File: src/rtl/uart_pkg.sv
// Shared definitions for the UART receiver.
//   rx_state_e - receiver frame-tracking states
//   DATA_BITS  - payload bits per frame
//   baud_div() - clock cycles per line bit (integer truncation)
package uart_pkg;

  typedef enum logic [2:0] {
    IDLE,
    START,
    DATA,
    STOP,
    WAIT_IDLE
  } rx_state_e;

  localparam int unsigned DATA_BITS = 8;

  function automatic int unsigned baud_div(input int unsigned freq_hz,
                                           input int unsigned bauds);
    return freq_hz / bauds;
  endfunction

endpackage

File: src/rtl/sync_fifo.sv
// Single-clock FIFO with first-word-fall-through read.
//   clk, rst_n      - clock, asynchronous active-low reset
//   push_i, data_i  - write request and data; ignored while full unless a pop
//                     happens in the same cycle
//   full_o          - occupancy equals DEPTH
//   pop_i           - read request; ignored while empty
//   data_o, empty_o - head entry (don't-care while empty), no entries held
// DEPTH must be a power of two (at least 2) so the pointers wrap naturally.
module sync_fifo #(
  parameter int unsigned WIDTH = 8,
  parameter int unsigned DEPTH = 4
) (
  input  logic             clk,
  input  logic             rst_n,
  input  logic             push_i,
  input  logic [WIDTH-1:0] data_i,
  output logic             full_o,
  input  logic             pop_i,
  output logic [WIDTH-1:0] data_o,
  output logic             empty_o
);

  localparam int unsigned PTR_W = $clog2(DEPTH);

  logic [WIDTH-1:0] mem_q [DEPTH];
  logic [PTR_W-1:0] wr_ptr_q;
  logic [PTR_W-1:0] rd_ptr_q;
  logic [PTR_W:0]   count_q;
  logic             do_push;
  logic             do_pop;

  assign empty_o = (count_q == '0);
  assign full_o  = (count_q == (PTR_W+1)'(DEPTH));
  assign data_o  = mem_q[rd_ptr_q];

  assign do_pop  = pop_i && !empty_o;
  // A full FIFO still accepts a write when the head leaves in the same cycle:
  // the slot being written is the one just consumed.
  assign do_push = push_i && (!full_o || do_pop);

  // NOTE: storage has no reset; only pointers and count define what is valid,
  // which keeps the array as plain flops/RAM without a reset tree.
  always_ff @(posedge clk) begin
    if (do_push) begin
      mem_q[wr_ptr_q] <= data_i;
    end
  end

  // NOTE: all state updates use non-blocking assignments so every register
  // sees the pre-edge values of the others.
  always_ff @(posedge clk or negedge rst_n) begin
    if (!rst_n) begin
      wr_ptr_q <= '0;
      rd_ptr_q <= '0;
      count_q  <= '0;
    end else begin
      if (do_push) wr_ptr_q <= wr_ptr_q + PTR_W'(1);
      if (do_pop)  rd_ptr_q <= rd_ptr_q + PTR_W'(1);
      case ({do_push, do_pop})
        2'b10:   count_q <= count_q + (PTR_W+1)'(1);
        2'b01:   count_q <= count_q - (PTR_W+1)'(1);
        default: count_q <= count_q;
      endcase
    end
  end

endmodule

File: src/rtl/uart_rx.sv
// UART receiver (8N1) with a receive FIFO.
//   clk             - single clock
//   reset_n_i       - asynchronous active-low reset
//   rx_i            - serial line, idle high, asynchronous to clk
//   data_o          - byte at the FIFO head (don't-care while valid_o is 0)
//   valid_o         - FIFO not empty
//   ready_i         - consumer takes data_o when valid_o is also 1
//   framing_error_o - one-cycle pulse when a stop bit samples 0
//   overrun_o       - one-cycle pulse when a byte is dropped on a full FIFO
module uart_rx
  import uart_pkg::*;
#(
  parameter int unsigned FREQ_HZ    = 12000000,
  parameter int unsigned BAUDS      = 115200,
  parameter int unsigned FIFO_DEPTH = 4
) (
  input  logic       clk,
  input  logic       reset_n_i,
  input  logic       rx_i,
  output logic [7:0] data_o,
  output logic       valid_o,
  input  logic       ready_i,
  output logic       framing_error_o,
  output logic       overrun_o
);

  localparam int unsigned DIV   = baud_div(FREQ_HZ, BAUDS);
  localparam int unsigned CNT_W = $clog2(DIV);

  // The counter counts down to zero, so it is loaded with the interval minus
  // one; this keeps the reload values inside CNT_W bits even when DIV is a
  // power of two.
  localparam logic [CNT_W-1:0] BIT_RELOAD  = CNT_W'(DIV - 1);
  localparam logic [CNT_W-1:0] HALF_RELOAD = CNT_W'(DIV / 2 - 1);

  rx_state_e            state_q, state_d;
  logic [CNT_W-1:0]     cnt_q, cnt_d;
  logic [2:0]           bit_cnt_q, bit_cnt_d;
  logic [DATA_BITS-1:0] shift_q, shift_d;
  logic                 sync1_q, sync2_q, rx_prev_q;
  logic                 framing_q, framing_d;
  logic                 overrun_q, overrun_d;
  logic                 rx_s;
  logic                 rx_fall;
  logic                 push;
  logic                 pop;
  logic                 fifo_full;
  logic                 fifo_empty;

  // NOTE: the synchronizer resets to the idle level (1) so leaving reset on an
  // idle line never looks like a start bit.
  always_ff @(posedge clk or negedge reset_n_i) begin
    if (!reset_n_i) begin
      sync1_q   <= 1'b1;
      sync2_q   <= 1'b1;
      rx_prev_q <= 1'b1;
    end else begin
      sync1_q   <= rx_i;
      sync2_q   <= sync1_q;
      rx_prev_q <= sync2_q;
    end
  end

  assign rx_s    = sync2_q;
  assign rx_fall = rx_prev_q && !rx_s;

  always_ff @(posedge clk or negedge reset_n_i) begin
    if (!reset_n_i) begin
      state_q   <= IDLE;
      cnt_q     <= '0;
      bit_cnt_q <= '0;
      shift_q   <= '0;
      framing_q <= 1'b0;
      overrun_q <= 1'b0;
    end else begin
      state_q   <= state_d;
      cnt_q     <= cnt_d;
      bit_cnt_q <= bit_cnt_d;
      shift_q   <= shift_d;
      framing_q <= framing_d;
      overrun_q <= overrun_d;
    end
  end

  // NOTE: every output of this block is given a default first, so no path
  // leaves a signal unassigned and no latch is inferred.
  always_comb begin
    state_d   = state_q;
    cnt_d     = cnt_q;
    bit_cnt_d = bit_cnt_q;
    shift_d   = shift_q;
    push      = 1'b0;
    framing_d = 1'b0;

    case (state_q)
      IDLE: begin
        if (rx_fall) begin
          cnt_d   = HALF_RELOAD;
          state_d = START;
        end
      end

      // Half a bit after the edge: confirm the start bit is still low.
      START: begin
        if (cnt_q == '0) begin
          if (!rx_s) begin
            cnt_d     = BIT_RELOAD;
            bit_cnt_d = '0;
            state_d   = DATA;
          end else begin
            state_d = IDLE;
          end
        end else begin
          cnt_d = cnt_q - CNT_W'(1);
        end
      end

      DATA: begin
        if (cnt_q == '0) begin
          shift_d = {rx_s, shift_q[DATA_BITS-1:1]};
          cnt_d   = BIT_RELOAD;
          if (bit_cnt_q == 3'(DATA_BITS - 1)) begin
            state_d = STOP;
          end else begin
            bit_cnt_d = bit_cnt_q + 3'd1;
          end
        end else begin
          cnt_d = cnt_q - CNT_W'(1);
        end
      end

      STOP: begin
        if (cnt_q == '0) begin
          if (rx_s) begin
            push    = 1'b1;
            state_d = IDLE;
          end else begin
            framing_d = 1'b1;
            state_d   = WAIT_IDLE;
          end
        end else begin
          cnt_d = cnt_q - CNT_W'(1);
        end
      end

      // A low stop bit means the line may still be in a break; wait for it to
      // return high so the next start edge is a genuine one.
      WAIT_IDLE: begin
        if (rx_s) state_d = IDLE;
      end

      default: state_d = IDLE;
    endcase
  end

  assign pop       = valid_o && ready_i;
  assign overrun_d = push && fifo_full && !pop;

  sync_fifo #(
    .WIDTH (DATA_BITS),
    .DEPTH (FIFO_DEPTH)
  ) u_fifo (
    .clk     (clk),
    .rst_n   (reset_n_i),
    .push_i  (push),
    .data_i  (shift_q),
    .full_o  (fifo_full),
    .pop_i   (pop),
    .data_o  (data_o),
    .empty_o (fifo_empty)
  );

  assign valid_o         = !fifo_empty;
  assign framing_error_o = framing_q;
  assign overrun_o       = overrun_q;

endmodule

File: config.mk
export PLATFORM = sky130hd
export DESIGN_NAME = uart_rx
export DESIGN_NICKNAME = d
export VERILOG_FILES = /design/src/rtl/uart_pkg.sv /design/src/rtl/sync_fifo.sv /design/src/rtl/uart_rx.sv
export SDC_FILE = /design/constraint.sdc
export NUM_CORES = 1
export LEC_CHECK = 0
export CAP_MARGIN = 10
export CORE_ASPECT_RATIO = 1.25
export CORE_MARGIN = 5
export CORE_UTILIZATION = 50
export DETAILED_ROUTE_END_ITERATION = 12
export PLACE_DENSITY_LB_ADDON = 0.08
export SLEW_MARGIN = 20
export SYNTH_ARGS = -nofsm -noshare
export SYNTH_HDL_FRONTEND = slang
export SYNTH_SLANG_ARGS = --single-unit
File: constraint.sdc
create_clock -name clk -period 4.4 [get_ports clk]
set_input_delay 0.66 -clock clk [delete_from_list [all_inputs] [get_ports clk]]
set_output_delay 0.66 -clock clk [all_outputs]
set_load 0.02 [all_outputs]
After elaboration in Yosys (flattened, before gate mapping):

Memories as Yosys holds them, arrays and structs flattened.
Cells that the tools add are included.

* memory bits (read-only): 0
* register bits after elaboration: 33
* input bits: 4
* memories: 1
* bits in latches: 0
* RAM bits: 32
* output and inout port bits: 11

* div/mod/pow operators: 0
* eq/ne operators: 18
* reductions and logical operators: 21
* bitwise logic cells: 0
* shift operators: 0
* multiplexer cells: 29
* $add $sub $neg: 6
* magnitude comparators: 0
* multiply operators: 0

Memories
* u_fifo.mem_q: depth 4, width 8, read ports 1, clocked after Yosys merged registers in 0, write ports 1, RTL line sync_fifo.sv:25 `logic [WIDTH-1:0] mem_q [DEPTH];`

Operators by type and width (count)
* $mux W7: 5
* $mux W3: 11
* $pmux W7 S4: 1
* $ne A2 B2 Y1 const B: 9
* $pmux W3 S5: 1
* $pmux W3 S2: 2
* $eq A3 B3 Y1 const B: 3
* $mux W1: 8
* $logic_not A7 Y1: 1
* $sub A7 B1 Y7 const B: 1
* $add A3 B1 Y3 const B: 2
* $eq A3 B2 Y1 const B: 2
* $logic_and A1 B1 Y1: 6
* $logic_not A3 Y1: 2
* $reduce_and A6 Y1: 1
* $reduce_and A5 Y1: 1
* $add A2 B1 Y2 const B: 2
* $logic_not A1 Y1: 4
* $reduce_and A4 Y1: 1
* $reduce_bool A2 Y1: 2
* $reduce_bool A4 Y1: 1
* $eq A3 B1 Y1 const B: 1
* $ne A3 B3 Y1 const B: 1
* $sub A3 B1 Y3 const B: 1
* other kinds (5): 5

Longest topological paths before layout:

* word-level depth: 8
* mapped depth: 13
* mapped depth without buffers: 13

Hierarchy:

A second synthesis with hierarchy kept.

* cell total of the unflattened synthesis: 196
* area, all modules: 2904.0 um^2

By module, submodules not included
* sync_fifo: area each 1587.8 um^2, times used 1, cells each 80, sequential area each 1136.1 um^2
* uart_rx: area each 1316.3 um^2, times used 1, cells each 116, sequential area each 654.4 um^2

Worst setup path before layout:

Ideal clock, no wire load.

* kind: register -> register
* start point: reg cnt_q[2]
* end point: reg u_fifo.count_q[2]
* setup time: 0.125 ns
* clock period less this slack: 2.429 ns
* arrival: 2.303 ns
* stages on the path, launching flop included: 12
* setup slack: 1.971 ns
* required time: 4.275 ns
* cells stage by stage: dfrtp_1 > or4_4 > nor2_8 > nand4_2 > nor2_2 > inv_1 > ha_1 > inv_1 > fa_1 > xor2_1 > nor2_1 > xor2_1

* cells in the longest elaborated chain, start to end: 6
* elaborated cells between the ends (all ways): 8
* classes of those cells: eq/ne: 2; mux: 3; reduce/logical: 3

Ends and longest elaborated chain
* from (decl): RTL line uart_rx.sv:37 `logic [CNT_W-1:0] cnt_q, cnt_d;`
* from (signal assigned): RTL line uart_rx.sv:77 `cnt_q <= cnt_d;`
* $logic_not A7 Y1 (*): RTL line uart_rx.sv:133 `if (cnt_q == '0) begin`
* $mux W1 (*): RTL line uart_rx.sv:133
* $mux W1 (*): RTL line uart_rx.sv:95 `case (state_q)`
* $logic_and A1 B1 Y1 (*): RTL line sync_fifo.sv:39 `assign do_push = push_i && (!full_o || do_pop);`
* $eq A2 B1 Y1 or $eq A2 B2 Y1 (tied branches): RTL line sync_fifo.sv:59 `case ({do_push, do_pop})`
* $pmux W3 S2 or $reduce_bool A2 Y1 (tied branches)
* to (signal assigned): RTL line sync_fifo.sv:60 `2'b10: count_q <= count_q + (PTR_W+1)'(1);`
* to (signal assigned): RTL line sync_fifo.sv:61 `2'b01: count_q <= count_q - (PTR_W+1)'(1);`
* to (signal assigned): RTL line sync_fifo.sv:62 `default: count_q <= count_q;`
* to (decl): RTL line sync_fifo.sv:28 `logic [PTR_W:0] count_q;`

Mark *: on every way between the ends. The rest lies on a longest branch, timed or not.
A chain may end at the register's enable or synchronous reset.

Final worst setup path:

* start point: reg u_fifo.rd_ptr_q[0]
* end point: out data_o[3]

* cells in the longest elaborated chain, start to end: 1

Ends and longest elaborated chain
* from (decl): RTL line sync_fifo.sv:27 `logic [PTR_W-1:0] rd_ptr_q;`
* from (signal assigned): RTL line sync_fifo.sv:58 `if (do_pop) rd_ptr_q <= rd_ptr_q + PTR_W'(1);`
* $mem_v2 Z4 W8
* to (decl): RTL line uart_rx.sv:20 `output logic [7:0] data_o,`

Every way passes these cells.

==> results.toml <==
[sta]
worstMarginPinSlew_ns = 0.832
fmaxAchievable_ghz = 0.346
fin_crit_sh = 0.656
relSlewSlack = 0.443
final_max_slew_viol_count = 0
rsz0062_at_grt = "false"
setup_tns_ns = 0
hold_violations = 0
worst_slack_ns = 1.51
fin_crit_ns = 2.89
setup_viol = 0
clock_skew_ns = 0.00795

[synthesis]
synth_warnings = 0
ys_seq_area_frac = 0.636
ys_async_sr_fraction = 0.508
syn_nets = 209
synth-seq-cells = 65
synth.distinct_cells = 45
syn_area_per_cell_um2 = 14.4
syn-instance-count = 195
netlist_area_mm2 = 0.00282
synth_edf_count = 32
yosys_most_used_dff = "edfxtp_1"

[hold_path]
holdCritStartpoint = "sync1_q$_DFF_PN1_"
hold_path.class = "register to register"
hold_path_end = "rx_s$_DFF_PN1_"
hold_depth = 0

[die]
core_area_mm2 = 0.00544
die_y_um = 93.9
ios = 15
rows = 30
die-area_mm2 = 0.00724
die_w_um = 77.1
start_util = 0.517

[worst_setup_path]
reg2reg_slack_ns = 1.74
max_stage_delay_ns = 0.75
worst_setup_path_start_kind = "register"
r2r-start = "cnt_q[2]$_DFFE_PN0P_"
crit_slowest_cell = "dfrtp_1"
critPathArrivalTime_ns = 2.23
crit_family = "flip-flops"
r2r_end = "u_fifo.count_q[2]$_DFFE_PN0P_"
cp-end-kind = "primary output"
worstPathCellList = "mux4_2 -> clkdlybuf4s50_1"
cp_num_buf_inv = 1
reg2reg_depth = 11
crit_type = "register to primary output"
required_ns = 3.74
crit_fanout = 10

[global_routing]
gr-total-overflow = 0
grt_first_pass_wirelength_um = 8110
grt_start_max_net_pins = 34
grt_pass1_vias = 1604
antenna_found_initial = 0
grt_use_total = 0.146

[drt]
initialDrtViolationCount = 103
drt-vias-per-instance = 5.60
vias = 1589
drc_errors = 0
antenna_left = 0
wl_per_cell_um = 16.3
wl_um = 4620
drt_pass1_iterations = 4

[cts]
post_cts_buffers = 0
clockBufferDepth = 2
clock_latency_ns = 0.33
clkSlewWorstSetupHoldPaths_ns = 0.07
cts.sinks = 65
numCtsBuffers = 9
cts_tree = "done"
htreeDepth = 3
cts_resized = 0
cts-root-buf = "clkbuf_8"
hold_buffers = 0

[run_status]
status = "finished clean"

[power_and_ir_drop]
leakagePower_nw = 1.27
powerDensity_mw_per_mm2 = 533
ir_worst_vdd_v = 0.000243

[placed_design]
hpwlAfterDp_um = 3160
place.gp.congestion = 0.904
dpl_worst_slack_ns = 1.70
port_buffers = 14

[final_layout]
final_cell_mix = "edfxtp_1 (32), dfrtp_1 (30), clkdlybuf4s50_1 (14)"
layout_commonest_cell = "edfxtp_1"
area_growth_pct = 13.0
nNetsFinal = 229
drive_gt1_frac = 0.186
diodes = 0

[flow_run]
drv_cap = 0
through the flow:
stage                      util  area, um^2  power (mW)  hold WS (ns)  std cells
after floorplan               -        2820        1.14         0.345        195
after global placement    0.555        3020        1.28         0.347        268
after detailed placement  0.555        3020        1.30         0.348        268
after CTS                 0.585        3180        1.71         0.358        284
after global routing      0.585        3180        1.80         0.360        284
final                     0.585        3180        1.70         0.358        284
layer usage:
metal | track usage | routed length, um | vias up
met5 | 0 | 0 | -
met4 | 0.0802 | 82 | 0
met3 | 0.0393 | 175 | 10
met2 | 0.242 | 2410 | 22
met1 | 0.172 | 1950 | 803
li1 | - | - | 754
registers in the layout, summed over array words and instances, names as in the netlist, 2 cells and up:
register	flops
u_fifo.mem_q	32
shift_q	8
cnt_q	7
bit_cnt_q	3
state_q	3
u_fifo.count_q	3
u_fifo.rd_ptr_q	2
u_fifo.wr_ptr_q	2
synth_stat cells, types with 5 or more instances:
cell	number	area share
o21ai_0	5	0.0089
dfrtp_1	30	0.27
nand2_1	6	0.0080
a21oi_1	10	0.018
mux4_2	8	0.064
edfxtp_1	32	0.34
mux2_2	8	0.032
clkbuf_1	5	0.0067
ha_1	9	0.040
inv_1	11	0.015
nor2_1	11	0.015
nand2b_1	6	0.013
and2_1	5	0.011
power breakdown:
| part | total [mW] | switching (mW) | internal, mW |
|---|---|---|---|
| registers | 0.818 | 0.119 | 0.699 |
| clock network | 0.415 | 0.218 | 0.197 |
| logic | 0.461 | 0.212 | 0.249 |
worst max path at each step:
stage                                    from  cells after the start  slack, ns                       endpoint
2_1_floorplan            cnt_q[2]$_DFFE_PN0P_                     11       1.97  u_fifo.count_q[2]$_DFFE_PN0P_
3_3_place_gp                          ready_i                     11       1.74  u_fifo.count_q[2]$_DFFE_PN0P_
3_5_place_dp                          ready_i                     11       1.70  u_fifo.count_q[2]$_DFFE_PN0P_
4_1_cts        u_fifo.rd_ptr_q[0]$_DFFE_PN0P_                      2       1.46                      data_o[3]
5_1_grt        u_fifo.rd_ptr_q[0]$_DFFE_PN0P_                      2       1.40                      data_o[3]
6_report       u_fifo.rd_ptr_q[0]$_DFFE_PN0P_                      2       1.51                      data_o[3]
cells by family after synthesis:
family / count (synthesis) / synth area share
XOR/XNOR: 7 / 0.0218
AO/OA/AOI/OAI: 28 / 0.0640
buffers and inverters: 17 / 0.0227
AND/OR/NAND/NOR: 50 / 0.105
adder cells (fa/ha/maj): 10 / 0.0471
multiplexers: 18 / 0.104
flip-flops: 65 / 0.636
worst register-to-register path: stages, from the launching register on:
cell     delay (ns)
dfrtp_1        0.45
or4_4          0.62
nor2_8         0.19
nand4_2        0.15
nor2_2         0.26
inv_1          0.08
ha_1           0.22
inv_1          0.07
fa_1           0.17
xor2_1         0.14
nor2_1         0.06
xor2_1         0.14
final cells by class:
type	instances	area [um^2]
multi-input combinational	113	962
sequential	65	1790
fill	419	2260
inverter	11	41.3
clock inverter	7	37.5
timing repair buffer	15	148
tap	64	80.1
clock buffer	9	124
(Power assumes the default switching activity.)
==> edit, RTL diff (same flow settings) <==
Register the input `rx_i` before use, with the module's reset. The logic sees it one clock later. The other inputs are not delayed to match.
--- a/src/rtl/uart_rx.sv
+++ b/src/rtl/uart_rx.sv
@@ -35,2 +35,12 @@
 
+  logic rx_q;
+
+  always_ff @(posedge clk or negedge reset_n_i) begin
+    if (!reset_n_i) begin
+      rx_q <= '0;
+    end else begin
+      rx_q <= rx_i;
+    end
+  end
+
   rx_state_e            state_q, state_d;
@@ -57,3 +67,3 @@
     end else begin
-      sync1_q   <= rx_i;
+      sync1_q   <= rx_q;
       sync2_q   <= sync1_q;
Formal check against the unedited RTL: no difference found for any inputs over 10 cycles, from zero or initial values and one cycle with reset_n_i low; that may be too few to reach the edited logic, so the function may still have changed.
==> edit against the original RTL <==
  * Worst setup slack better by 0.023 ns
  * Sequential cell count up 1
  * Wire length up 0.67%
  * Total power up 0.78%
  * Synthesized cell count up 1.5%
  * Largest cell class unchanged
  * Synthesized area up 2.1%
  * Final area up 1.2%
  * Sequential power up 0.5%
==> edit: results (changes against the original RTL) <==
Clock network
  – Post-CTS Setup Repair Bufs: 0 (unchanged)

Global routing
  – Vias in the first global route: 1657 (+3.3%)
  – Global-route wire length before repair: 8.15 mm (+0.42%)
  – Total track usage: 0.145 (-0.000962)
  – Met2 Use GR: 0.244 (+0.00216)
  – Largest net degree at the start of global routing: 35 (+2.9%)
  – Met1 Use GR: 0.168 (-0.00447)
  – Grt met3 use: 0.0353 (-0.00404)

STA
  – Hold_ws: 0.360 ns (+0.00219 ns)
  – Slew headroom: 0.590 (+0.147)
  – Clock Skews: 0.00539 ns (-0.00256 ns)

Finish
  – Fraction of area in multi-input gates: 0.301 (-0.000804)
  – Final clock-cell share: 0.0505 (-0.000203)
  – Net count, final: 230 (+0.44%)
  – Share of cells above drive strength 1: 0.190 (+0.00368)
  – Number of clock buffers in the layout: 11 (+2)
  – Storage cell area: 1820 µm² (+1.4%)
  – Signal buffers share of area: 0.0458 (-0.000541)
  – Multi-input combinational cell area: 971 µm² (+0.91%)
  – Finished Layout Cells: 287 (+1.1%)
  – Number of sequential cells: 66 (+1.5%)
  – Fillers: 461 (+10%)

Placement
  – Placed Area: 3060 µm² (+1.2%)
  – Dpl hpwl: 3.19 mm (+0.75%)
  – Final Wtd Congestion: 0.894 (-1.2%)
  – DP Cell Count: 271 (+1.1%)
  – Place WS: 1.33 ns (-0.362 ns)

Pwr
  – Clock power share: 0.249 (+0.004)
  – Pleak: 1.29 nW (+2.0%)
  – Net switching power: 547 µW (-0.49%)
  – Overall power: 1.71 mW (+0.78%)
  – Combinational share of power: 0.270 (-0.002)

Synth
  – Synth area leaders: edfxtp_1 (33%), dfrtp_1 (27%), mux4_2 (6.3%)
  – Synthesized instance count: 198 (+1.5%)
  – Commonest cells post-synth: edfxtp_1 (32), dfrtp_1 (31), inv_1 (11)
  – Netlist cell types: 47 (+4.4%)
  – Ys async rst share: 0.515 (+0.00746)
  – Register area share after synthesis: 0.631 (-0.00457)
  – Syn nets: 212 (+1.4%)

Routing
  – WL met3: 154 µm (-12%)
  – DR WL met2: 2.37 mm (-1.9%)
  – WL met1: 1.99 mm (+2.0%)
  – Initial DRC count: 60 (-42%)
  – Detailed Route WL: 4.65 mm (+0.67%)
  – Via count: 1606 (+1.1%)

Status
  – Run status: complete, no violations

Setup path
  – Worst path max stage delay: about 0.74 ns
  – Worst Path Arrival: 2.20 ns (-0.03 ns)
  – Worst r2r src: cnt_q[3]
  – R2R setup slack: 1.78 ns (+0.04 ns)

Die
  – DIE AREA: 7380 µm² (+1.9%)
## edit: cells by family (layout without fill, tap and decap cells)
| group | Yosys count | in the layout | share of synthesized area |
|---|---|---|---|
| xor+xnor | 7 | 7 | 0.0213 |
| compound gates | 27 | 27 | 0.0631 |
| fa+ha+maj | 10 | 10 | 0.0461 |
| buf+inv | 19 | 42 | 0.0313 |
| mux | 19 | 19 | 0.105 |
| simple gates | 50 | 50 | 0.102 |
| flops | 66 | 66 | 0.631 |
## edit: how the worst max path moves through the flow
stage	depth (start not counted)	end	start	slack, ns
3_3_place_gp	10	u_fifo.count_q[2]	ready_i	1.43
2_1_floorplan	9	u_fifo.count_q[2]	ready_i	1.88
3_5_place_dp	10	u_fifo.count_q[2]	ready_i	1.33
5_1_grt	2	data_o[0]	u_fifo.rd_ptr_q[0]	1.39
4_1_cts	2	data_o[3]	u_fifo.rd_ptr_q[0]	1.48
6_report	2	data_o[3]	u_fifo.rd_ptr_q[0]	1.54
